==> src/rtl/ov5640_dvp_emu.sv <==
// OV5640-style DVP camera emulator: free-running pclk at half sys_clk, vsync/href framing
// and RGB565 test patterns streamed as two bytes per pixel, high byte first.
module ov5640_dvp_emu #(
  parameter int H_ACTIVE = 1024,
  parameter int H_BLANK  = 256,
  parameter int V_ACTIVE = 768,
  parameter int VS_LINES = 4,
  parameter int V_BP     = 16,
  parameter int V_FP     = 4
) (
  input  logic        sys_clk,
  input  logic        sys_rst_n,
  input  logic        en,
  input  logic [1:0]  mode,
  input  logic [15:0] solid_rgb,
  output logic        cam_pclk,
  output logic        cam_vsync,
  output logic        cam_href,
  output logic [7:0]  cam_data,
  output logic        busy,
  output logic        frame_done,
  output logic [15:0] frame_cnt
);

  localparam int LINE  = 2 * H_ACTIVE + H_BLANK;
  localparam int BAR_W = H_ACTIVE / 8;

  typedef enum logic [2:0] {
    S_IDLE   = 3'd0,
    S_VSYNC  = 3'd1,
    S_VBP    = 3'd2,
    S_ACTIVE = 3'd3,
    S_VFP    = 3'd4
  } state_t;

  state_t      r_state;
  logic        r_pclk;
  logic [15:0] r_hcnt;
  logic [15:0] r_lcnt;
  logic [1:0]  r_mode;
  logic [15:0] r_solid;
  logic        r_vsync;
  logic        r_href;
  logic [7:0]  r_data;
  logic        r_busy;
  logic        r_frame_done;
  logic [15:0] r_frame_cnt;

  state_t      w_state_nx;
  logic [15:0] w_hcnt_nx;
  logic [15:0] w_lcnt_nx;
  logic [15:0] w_lines_m1;
  logic        w_frame_end;
  logic        w_latch;
  logic [14:0] w_x;
  logic [7:0]  w_y;
  logic [2:0]  w_bar;
  logic [15:0] w_pixel;
  logic        w_href_nx;
  logic [7:0]  w_data_nx;

  function automatic logic [15:0] colour_bar(input logic [2:0] bar);
    logic [15:0] c;
    case (bar)
      3'd0:    c = 16'hFFFF;
      3'd1:    c = 16'hFFE0;
      3'd2:    c = 16'h07FF;
      3'd3:    c = 16'h07E0;
      3'd4:    c = 16'hF81F;
      3'd5:    c = 16'hF800;
      3'd6:    c = 16'h001F;
      3'd7:    c = 16'h0000;
      default: c = 16'h0000;
    endcase
    return c;
  endfunction

  // Number of lines (minus one) spent in the current framing state.
  always_comb begin
    w_lines_m1 = 16'd0;
    case (r_state)
      S_VSYNC:  w_lines_m1 = 16'(VS_LINES - 1);
      S_VBP:    w_lines_m1 = 16'(V_BP - 1);
      S_ACTIVE: w_lines_m1 = 16'(V_ACTIVE - 1);
      S_VFP:    w_lines_m1 = 16'(V_FP - 1);
      default:  w_lines_m1 = 16'd0;
    endcase
  end

  // Next-state and position counters, evaluated for the coming fall edge.
  always_comb begin
    w_state_nx  = r_state;
    w_hcnt_nx   = r_hcnt;
    w_lcnt_nx   = r_lcnt;
    w_frame_end = 1'b0;
    w_latch     = 1'b0;
    case (r_state)
      S_IDLE: begin
        w_hcnt_nx = 16'd0;
        w_lcnt_nx = 16'd0;
        if (en) begin
          w_state_nx = S_VSYNC;
          w_latch    = 1'b1;
        end else begin
          w_state_nx = S_IDLE;
        end
      end
      S_VSYNC, S_VBP, S_ACTIVE, S_VFP: begin
        if (r_hcnt == 16'(LINE - 1)) begin
          w_hcnt_nx = 16'd0;
          if (r_lcnt == w_lines_m1) begin
            w_lcnt_nx = 16'd0;
            case (r_state)
              S_VSYNC:  w_state_nx = S_VBP;
              S_VBP:    w_state_nx = S_ACTIVE;
              S_ACTIVE: w_state_nx = S_VFP;
              S_VFP: begin
                w_frame_end = 1'b1;
                if (en) begin
                  w_state_nx = S_VSYNC;
                  w_latch    = 1'b1;
                end else begin
                  w_state_nx = S_IDLE;
                end
              end
              default:  w_state_nx = S_IDLE;
            endcase
          end else begin
            w_lcnt_nx = r_lcnt + 16'd1;
          end
        end else begin
          w_hcnt_nx = r_hcnt + 16'd1;
        end
      end
      default: w_state_nx = S_IDLE;
    endcase
  end

  assign w_x   = w_hcnt_nx[15:1];
  assign w_y   = w_lcnt_nx[7:0];
  assign w_bar = 3'(w_x / 15'(BAR_W));

  // Pattern generator; uses the mode/colour captured at frame start.
  always_comb begin
    w_pixel = 16'h0000;
    case (r_mode)
      2'd0:    w_pixel = {w_y, w_x[7:0]};
      2'd1:    w_pixel = colour_bar(w_bar);
      2'd2:    w_pixel = r_solid;
      2'd3:    w_pixel = (w_x[4] ^ w_y[4]) ? 16'h0000 : 16'hFFFF;
      default: w_pixel = 16'h0000;
    endcase
  end

  // Byte lane select: even pclk of a pixel carries the high byte.
  always_comb begin
    w_href_nx = (w_state_nx == S_ACTIVE) && (w_hcnt_nx < 16'(2 * H_ACTIVE));
    w_data_nx = 8'h00;
    if (w_href_nx) begin
      w_data_nx = w_hcnt_nx[0] ? w_pixel[7:0] : w_pixel[15:8];
    end else begin
      w_data_nx = 8'h00;
    end
  end

  // Free-running pixel clock, first rise on the first edge after reset.
  always_ff @(posedge sys_clk or negedge sys_rst_n) begin
    if (!sys_rst_n) begin
      r_pclk <= 1'b0;
    end else begin
      r_pclk <= ~r_pclk;
    end
  end

  // Framing state and registered outputs, updated only on pclk fall edges.
  always_ff @(posedge sys_clk or negedge sys_rst_n) begin
    if (!sys_rst_n) begin
      r_state     <= S_IDLE;
      r_hcnt      <= 16'd0;
      r_lcnt      <= 16'd0;
      r_mode      <= 2'd0;
      r_solid     <= 16'h0000;
      r_vsync     <= 1'b0;
      r_href      <= 1'b0;
      r_data      <= 8'h00;
      r_busy      <= 1'b0;
      r_frame_cnt <= 16'h0000;
    end else if (r_pclk) begin
      r_state <= w_state_nx;
      r_hcnt  <= w_hcnt_nx;
      r_lcnt  <= w_lcnt_nx;
      r_vsync <= (w_state_nx == S_VSYNC);
      r_href  <= w_href_nx;
      r_data  <= w_data_nx;
      r_busy  <= (w_state_nx != S_IDLE);
      if (w_latch) begin
        r_mode  <= mode;
        r_solid <= solid_rgb;
      end
      if (w_frame_end) begin
        r_frame_cnt <= r_frame_cnt + 16'd1;
      end
    end
  end

  // End-of-frame strobe lasts exactly one sys_clk.
  always_ff @(posedge sys_clk or negedge sys_rst_n) begin
    if (!sys_rst_n) begin
      r_frame_done <= 1'b0;
    end else begin
      r_frame_done <= r_pclk & w_frame_end;
    end
  end

  assign cam_pclk   = r_pclk;
  assign cam_vsync  = r_vsync;
  assign cam_href   = r_href;
  assign cam_data   = r_data;
  assign busy       = r_busy;
  assign frame_done = r_frame_done;
  assign frame_cnt  = r_frame_cnt;

endmodule

==> config.mk <==
export PLATFORM = sky130hd
export DESIGN_NAME = ov5640_dvp_emu
export DESIGN_NICKNAME = d
export VERILOG_FILES = /design/src/rtl/ov5640_dvp_emu.sv
export SDC_FILE = /design/constraint.sdc
export NUM_CORES = 1
export LEC_CHECK = 0
export ABC_AREA = 0
export CORE_AREA = 5 5 112 114
export DETAILED_ROUTE_END_ITERATION = 7
export DIE_AREA = 0 0 117 119
export MAX_ROUTING_LAYER = met4
export SLEW_MARGIN = 20
export SYNTH_ARGS = -nofsm -noshare
export SYNTH_HDL_FRONTEND = slang
export SYNTH_SLANG_ARGS = --single-unit
==> constraint.sdc <==
create_clock -name sys_clk -period 5.55 [get_ports sys_clk]
set_clock_uncertainty 0.2 [all_clocks]
set_input_delay 0.555 -clock sys_clk [delete_from_list [all_inputs] [get_ports sys_clk]]
set_output_delay 0.555 -clock sys_clk [all_outputs]
set_load 0.02 [all_outputs]
Word-level counts from Yosys, hierarchy flattened
Memories as Yosys holds them, arrays and structs flattened.
Cells that the tools add are included.
{"block": "word_totals", "register_bits": 82, "mem_bits_ro": 128, "input_bits": 21, "output_inout_bits": 29, "word_cells": 67, "n_memories": 1}
{"memory": "(no name shown)", "depth": 8, "width": 16, "read_ports": 1, "rd_ports_with_merged_regs": 0, "write_ports": 0, "line": "64", "text": "case (bar)"}
{"block": "classes", "n_addsub": 3, "order_cmp": 1, "eq_ne": 12, "mux": 24, "n_bitwise": 3, "n_reduce_logical": 10}
{"cell": "$mux 16", "n": 4}
{"cell": "$pmux 16 s2", "n": 2}
{"cell": "$pmux 16 s4", "n": 1}
{"cell": "$add 16x1->16 const B", "n": 3}
{"cell": "$pmux 10 s3", "n": 1}
{"cell": "$eq 16x12->1 const B", "n": 1}
{"cell": "$eq 16x16->1", "n": 1}
{"cell": "$lt 16x12->1 const B", "n": 1}
{"cell": "$mux 8", "n": 2}
{"cell": "$pmux 3 s4", "n": 1}
{"cell": "$eq 3x2->1 const B", "n": 3}
{"cell": "$mux 1", "n": 9}
{"cell": "$eq 3x1->1 const B", "n": 2}
{"cell": "$mux 3", "n": 2}
{"cell": "$pmux 3 s2", "n": 1}
{"cell": "$eq 2x2->1 const B", "n": 2}
{"cell": "$reduce_and 2->1", "n": 2}
{"cell": "$reduce_or 4->1", "n": 1}
{"cell": "$eq 3x3->1 const B", "n": 1}
{"cell": "$logic_not 3->1", "n": 1}
{"cell": "$reduce_and 3->1", "n": 1}
{"cell": "$reduce_bool 3->1", "n": 1}
{"cell": "$eq 2x1->1 const B", "n": 1}
{"cell": "$logic_not 2->1", "n": 1}
{"cell": "other kinds (8)", "n": 8}

Depth between registers and ports, before layout
Gate-level depths: netlist (run 1).
{"block": "logic_depth", "depth_word": 12, "depth_mapped": 10, "depth_no_buf": 9}

Least setup slack after synthesis (run 1)
Ideal clock, no wire load.
{"block": "synth_path", "path_kind": "reg-to-reg", "from": "register r_hcnt[10]", "to": "register r_data[6], in the netlist cam_data[6]", "setup_time_ns": 0.101, "arrival_time_ns": 2.736, "required_ns": 5.249, "path_slack_ns": 2.513, "stages_incl_launch_ff": 11, "path_buffers": 2, "synth_period_minus_slack_ns": 3.037, "cell_sequence": "dfrtp_1 > buf_6 > or4b_4 > or4_1 > buf_6 > nor4_1 > a31o_2 > a21oi_2 > xor2_1 > a211oi_1 > o32ai_1"}
{"block": "synth_via", "elab_chain_len": 8, "elab_cells_between_ends": 17, "cone_classes": "add/sub (1); order compare (1); eq/ne (2); mux (10); bitwise (1); reduce/logical (1); memory (1)"}
{"element": "start: declaration", "line": "38", "text": "logic [15:0] r_hcnt;"}
{"element": "start signal: assignment", "line": "190", "text": "r_hcnt <= w_hcnt_nx;"}
{"element": "parallel branches: the longest is 7 deep, another holds $add 16x1->16"}
{"element": "$mux 8 *", "line": "159", "text": "if (w_href_nx) begin"}
{"element": "end signal: assignment", "line": "194", "text": "r_data <= w_data_nx;"}
{"element": "end: declaration", "line": "44", "text": "logic [7:0] r_data;"}
Every way passes the cells marked *. The select of a mux whose other input is x is not followed.
A chain may end at the register's enable or synchronous reset.

Worst setup path after layout (run 1)
{"block": "layout_path", "from": "register r_hcnt[0]", "to": "register r_data[0], in the netlist cam_data[0]"}
{"block": "layout_via", "elab_chain_len": 8, "elab_cells_between_ends": 17, "cone_classes": "add/sub (1); order compare (1); eq/ne (2); mux (10); bitwise (1); reduce/logical (1); memory (1)"}
{"element": "parallel branches: the longest is 7 deep, another holds $add 16x1->16"}
{"element": "$mux 8 *", "line": "159"}
Marked as above.

==> flow_summary_export.csv, run 1 <==
group,metric,value,unit
status,run_status,"finished, final reports clean",
die,die_h,119,um
yosys,synth_commonest_cells,"dfrtp_1 (82), nand2_1 (70), nor2_1 (51), o21ai_0 (47)",
final_layout,finalCoreUtilization,0.517,
setup_path,path_cells,"ha_1, nand4_1, nor4_4, nor2_1, buf_4, a221oi_1, a2111o_1, a21oi_1, a211oi_2",
global_routing,grt_max_degree,83,
die,die_width,117,um
setup_path,worstPathArrival,4.13,ns
place,dpl.hpwl,9850,um
yosys,post_synth.cell_area_avg,8.76,um^2
detailed_routing,detail_route.wl_per_cell,19.1,um
setup_path,crit_required,5.61,ns
yosys,yosys_register_bits,82,
setup_path,endpoint_kind,"flop",
timing,setup_total_negative_slack,0,ns
global_routing,grt_pass1_wl,23600,um
clocking,ctsHoldBuffers,0,
timing,fin_crit,4.07,ns
die,die-area,13900,um^2
yosys,synthArstFlopShare,1.00,
global_routing,grt_antenna_before_repair,0,
pwr,power_switching,0.000260,W
clocking,num_clock_sinks,82,
clocking,cts_made_buffers,9,
detailed_routing,route.antenna.remaining_nets,0,
yosys,postSynthCellCount,576,
pwr,p_leak,2.40,nW
place,finalWeightedCongestion,0.961,
clocking,post_cts_resize_count,0,
clocking,tritoncts,"done",
final_layout,fraction_of_layout_cells_with_a_size_suffix_above_1,0.102,
setup_path,worst_r2r_startpoint,"r_hcnt[0]",
min_path,min_path_type,"in2async",
yosys,synthMostInstantiatedCell,"dfrtp_1",
detailed_routing,drt-total-wl,14300,um
pwr,clockPowerShare,0.472,
setup_path,startpoint_type,"flop",
timing,maxSlewViolCount,0,
detailed_routing,route.detailed.vias_per_inst,6.19,
place,placed_cell_area,5580,um^2
detailed_routing,via_count,4649,
run,max_cap_viol_count,0,
clocking,clock_path_buffers,2,
clocking,cts.htree.levels,3,
yosys,post_synth_instance_area,5050,um^2
setup_path,path_class,"reg2reg",
final_layout,stdcell_area,5860,um^2
clocking,cts_root_buffer,"clkbuf_16",
die,initial_core_util,0.446,
final_layout,fill_cells,1091,
setup_path,crit_fanout,17,
yosys,synth_cell_types,76,
timing,fin_hold_viols,0,
clocking,post_cts_setup_buffer_count,0,
setup_path,slowest_stage,"nor4_4",
die,floorplan.core_area,11300,um^2
yosys,post-synth-top-area-cell,"dfrtp_1",
clocking,clk_pin_slew,0.06,ns
pwr,flop_pwr_share,0.506,
die,num_rows,39,
yosys,synth_edf_count,0,
detailed_routing,detail_route.drc_violations,0,
setup_path,cpPeakStageDelay,0.89,ns
timing,worst_slew_margin_rel,0.390,
setup_path,reg2reg_to,"cam_data[0]",
pwr,power.switching_fraction,0.220,
pwr,internal_power,0.000922,W
final_layout,finish.net_count,628,
final_layout,area_growth,16.1,%
timing,fin_hold_ws,0.0313,ns
detailed_routing,drt-pass1-iter-count,5,
yosys,yosysSeqAreaShare,0.407,
global_routing,first_global_vias,4415,
clocking,insertion_delay,0.34,ns
yosys,synthesis.nets,600,
timing,setup_viol,0,
pwr,power_per_cell_area,202,nW/um^2
timing,finalCritPeriodShare,0.734,
global_routing,global_route.overflow_total,0,
die,io-pin-count,50,
yosys,dominantRegCellSynth,"dfrtp_1",
yosys,synth.top_cell.area_share,0.407,
final_layout,num_antenna_cells,0,
yosys,ys.warnings.count,0,
pwr,vdd_ir_drop_max,0.154,mV
timing,worst_pin_slew,0.908,ns
setup_path,regToRegSetupSlack,1.48,ns
place,placement.io_buffers,49,
global_routing,grt.total_usage,0.219,
pwr,power_share_of_the_combinational_group,0.022,
yosys,synth.top_cells.by_area,"dfrtp_1 (41%), nand2_1 (5.2%), mux2_2 (4.7%)",
detailed_routing,drtIter0Drc,416,
final_layout,reg_area,2050,um^2
timing,max_freq,246,MHz
final_layout,multi_input_comb_area,2780,um^2
timing,rsz0062_at_grt,"false",
setup_path,reg2regPathDepth,9,
-- through the flow --
step           instances  worst slack [ns]  power, W
4_1_cts              751              1.51   0.00120
3_3_place_gp         736              1.71  0.000636
5_1_grt              751              1.15   0.00122
3_5_place_dp         736              1.55  0.000636
2_1_floorplan        576              2.51  0.000610
6_report             751              1.48   0.00118
-- how the worst max path moves through the flow --
stage,endpoint,startpoint,depth (start not counted)
2_1_floorplan,cam_data[6],r_hcnt[10],10
3_3_place_gp,cam_data[0],r_hcnt[0],9
3_5_place_dp,cam_data[0],r_hcnt[0],9
4_1_cts,cam_data[0],r_hcnt[0],9
5_1_grt,cam_data[4],r_hcnt[0],9
6_report,cam_data[0],r_hcnt[0],9
-- registers in the layout, summed over array words and instances, names as in the netlist --
signal and cells:
busy 1, cam_data 8, cam_href 1, cam_pclk 1, cam_vsync 1, frame_cnt 16, frame_done 1, r_hcnt 16
r_lcnt 16, r_mode 2, r_solid 16, r_state 3
-- kinds of logic after synthesis --
logic type,share of synthesized area
and+or+nand+nor,0.235
AOI/OAI and AO/OA,0.214
DFF,0.407
buffers and inverters,0.0419
muxes,0.0548
xor gates and xnor gates,0.0382
adders and majority gates,0.00942
-- area by class of cell --
type,count,share of cell area
repair buffers,53,0.0891
well taps,143,0.0305
clock inverters,5,0.00534
inverters,14,0.00897
multi-input cells,444,0.475
flip-flops and latches,82,0.350
clock buffers,10,0.0408
-- cell usage in the layout, fill, tap and decap left out, types with 7 or more instances in the layout --
cell	instances
clkdlybuf4s50_1	48
dfrtp_1	82
nand3_1	28
o21ai_0	47
nor2_1	51
nand4_1	12
nand2_1	70
inv_1	13
nor3_1	18
or3_1	7
xor2_1	11
a21oi_1	27
and3_1	8
clkbuf_16	9
mux2_2	21
a31oi_1	11
nor4_1	10
xnor2_1	11
o31ai_1	11
-- worst max-delay path, delay by kind of cell (launching register included) --
kind / cells / cell delay, ns
compound gates: 4 / 1.27
simple gates: 3 / 1.33
flops: 1 / 0.61
buf+inv: 1 / 0.25
fa+ha+maj: 1 / 0.33
-- layer usage --
metal	GRT usage	vias to the layer above	wire length, um
li1	-	2190	-
met2	0.308	184	6400
met4	0.0796	0	280
met1	0.318	2254	6720
met5	-	-	0
met3	0.0330	21	919
-- power groups by stage --
stage,combinational [W],sequential [W],clock [W]
4_1_cts,0.0000275,0.000598,0.000571
5_1_grt,0.0000306,0.000597,0.000597
3_5_place_dp,0.0000273,0.000609,0
2_1_floorplan,0.000000700,0.000609,0
3_3_place_gp,0.0000271,0.000609,0
6_report,0.0000265,0.000598,0.000557
No activity file was read; power rests on OpenSTA's default activity.
==> inputs of run 2 (changes only) <==
Settings changed: PLACE_DENSITY from default to 0.67.
Clock period 5.55 ns to 3.6 ns, I/O delays scaled along.
==> flow_summary_export.csv, run 2 (synthesis gave the netlist of run 1 again) <==
group,metric,value,unit
clocking,clk_pin_slew,0.06,ns
detailed_routing,route.antenna.remaining_nets,0,
final_layout,fill_cells,1072,
timing,setup_total_negative_slack,0,ns
global_routing,grt_max_degree,83,
timing,max_freq,300,MHz
final_layout,finalCoreUtilization,0.533,
min_path,hold_path_startpoint,"frame_cnt[15]",
place,finalWeightedCongestion,0.942,
global_routing,grt_antenna_before_repair,0,
die,die_h,119,um
min_path,min_path_type,"reg2reg",
setup_path,endpoint_kind,"flop",
clocking,cts_made_buffers,9,
clocking,num_clock_sinks,82,
final_layout,final_common_cell,"dfrtp_1",
timing,setup_viol,0,
detailed_routing,via_count,4770,
setup_path,crit_required,3.63,ns
detailed_routing,detail_route.wl_per_cell,19.2,um
detailed_routing,drtIter0Drc,459,
global_routing,first_global_vias,4749,
timing,rsz0062_at_grt,"false",
pwr,vdd_ir_drop_max,0.255,mV
die,floorplan.core_area,11300,um^2
pwr,power_per_cell_area,316,nW/um^2
global_routing,grtUsageMet3,0.0456,
clocking,tritoncts,"done",
timing,finalCritPeriodShare,0.926,
pwr,p_leak,2.50,nW
detailed_routing,detail_route.drc_violations,0,
global_routing,grt_pass1_wl,24300,um
setup_path,crit_fanout,10,
final_layout,layout.cells.most_common_list,"dfrtp_1 (82), nand2_1 (70), nor2_1 (51), clkdlybuf4s50_1 (48), o21ai_0 (47)",
setup_path,worst_r2r_startpoint,"r_hcnt[1]",
final_layout,stdcell_area,6040,um^2
setup_path,reg2regPathDepth,10,
global_routing,use_met2,0.335,
min_path,timing.hold.worst_path_depth,1,
global_routing,global_route.overflow_total,0,
setup_path,startpoint_type,"flop",
place,dpl_worst_slack,0.254,ns
die,die-area,13900,um^2
detailed_routing,drt-pass1-iter-count,5,
detailed_routing,route.detailed.vias_per_inst,6.19,
global_routing,globalRouteMet1Util,0.304,
die,io-pin-count,50,
place,placed_cell_area,5710,um^2
timing,setup_ws,0.265,ns
die,num_rows,39,
global_routing,grt.total_usage,0.226,
die,die_width,117,um
setup_path,reg2reg_to,"cam_data[6]",
final_layout,num_antenna_cells,0,
timing,fin_hold_viols,0,
die,initial_core_util,0.446,
clocking,insertion_delay,0.35,ns
global_routing,grt-busiest-layer,"met2",
place,placement.io_buffers,49,
setup_path,worstPathArrival,3.37,ns
final_layout,finish.net_count,646,
place,dpl.hpwl,10600,um
setup_path,path_class,"reg2reg",
run,max_cap_viol_count,0,
timing,worst_pin_slew,0.890,ns
clocking,cts.htree.levels,3,
timing,fin_crit,3.33,ns
min_path,whs_endpoint,"frame_cnt[15]",
timing,maxSlewViolCount,0,
clocking,cts_root_buffer,"clkbuf_16",
status,run_status,"finished, final reports clean",
final_layout,fraction_of_layout_cells_with_a_size_suffix_above_1,0.131,
detailed_routing,drt-total-wl,14800,um
setup_path,regToRegSetupSlack,0.27,ns
timing,worst_slew_margin_rel,0.407,
clocking,clock_path_buffers,2,
final_layout,area_growth,19.6,%
timing,fin_hold_ws,0.274,ns
==> run 2: worst max path at each step <==
stage                     depth (start not counted)  startpoint     endpoint  slack [ns]
after floorplan                                  10  r_hcnt[10]  cam_data[6]        0.56
after global placement                            7  r_hcnt[12]  cam_data[7]        0.33
after detailed placement                          8  r_hcnt[12]  cam_data[5]        0.25
after CTS                                         8  r_hcnt[12]  cam_data[7]        0.21
after global routing                              9   r_hcnt[1]   r_lcnt[13]        0.07
final                                            10   r_hcnt[1]  cam_data[6]        0.27
==> run 2: worst max-delay path: stages (launching register included) <==
cell      delay (ns)
dfrtp_1         0.41
ha_1            0.27
nand4_1         0.28
nor4_4          0.42
buf_4           0.26
nand3_2         0.14
a31o_2          0.32
a21oi_2         0.18
xor2_1          0.30
a211oi_1        0.13
o32ai_1         0.32
==> run 2: what timing repair did <==
action                     4_1_cts  5_1_grt
hold endpoints to repair         0       82
resized for setup                0        2
setup endpoints to repair        0        3
hold buffers                     0        1
buffers inserted                 0        0
==> run 2: final cells by class <==
| class | count | area [um^2] | share of cell area |
|---|---|---|---|
| clock buffers | 9 | 225 | 0.0373 |
| clock inverters | 7 | 77.6 | 0.0128 |
| repair buffers | 71 | 659 | 0.109 |
| inverters | 14 | 52.6 | 0.00870 |
| well taps | 143 | 179 | 0.0296 |
| flip-flops and latches | 82 | 2050 | 0.340 |
| multi-input cells | 444 | 2790 | 0.462 |
==> run 2: routing by layer <==
layer,vias up,part of all wire
met3,32,0.082
li1,2220,-
met2,216,0.46
met4,0,0.020
met5,-,0
met1,2302,0.44
==> run 2: power breakdown <==
part / total (W) / switching [W] / leakage, nW / internal (W)
logic: 0.0000416 / 0.0000212 / 1.24 / 0.0000203
clock network: 0.000943 / 0.000399 / 0.146 / 0.000543
registers: 0.000921 / 0 / 1.12 / 0.000921
==> run 2: stage by stage <==
step / total power [W] / instances
2_1_floorplan: 0.000940 / 576
3_3_place_gp: 0.000979 / 753
3_5_place_dp: 0.000981 / 753
4_1_cts: 0.00193 / 769
5_1_grt: 0.00197 / 770
6_report: 0.00191 / 770
==> inputs of run 3 (changes only) <==
Settings changed: ABC_CLOCK_PERIOD_IN_PS from default to 3600, HOLD_SLACK_MARGIN from default to 0.02.
==> results of run 3 <==
Same layout as run 2: the final DEF is identical, and so are final timing and power.
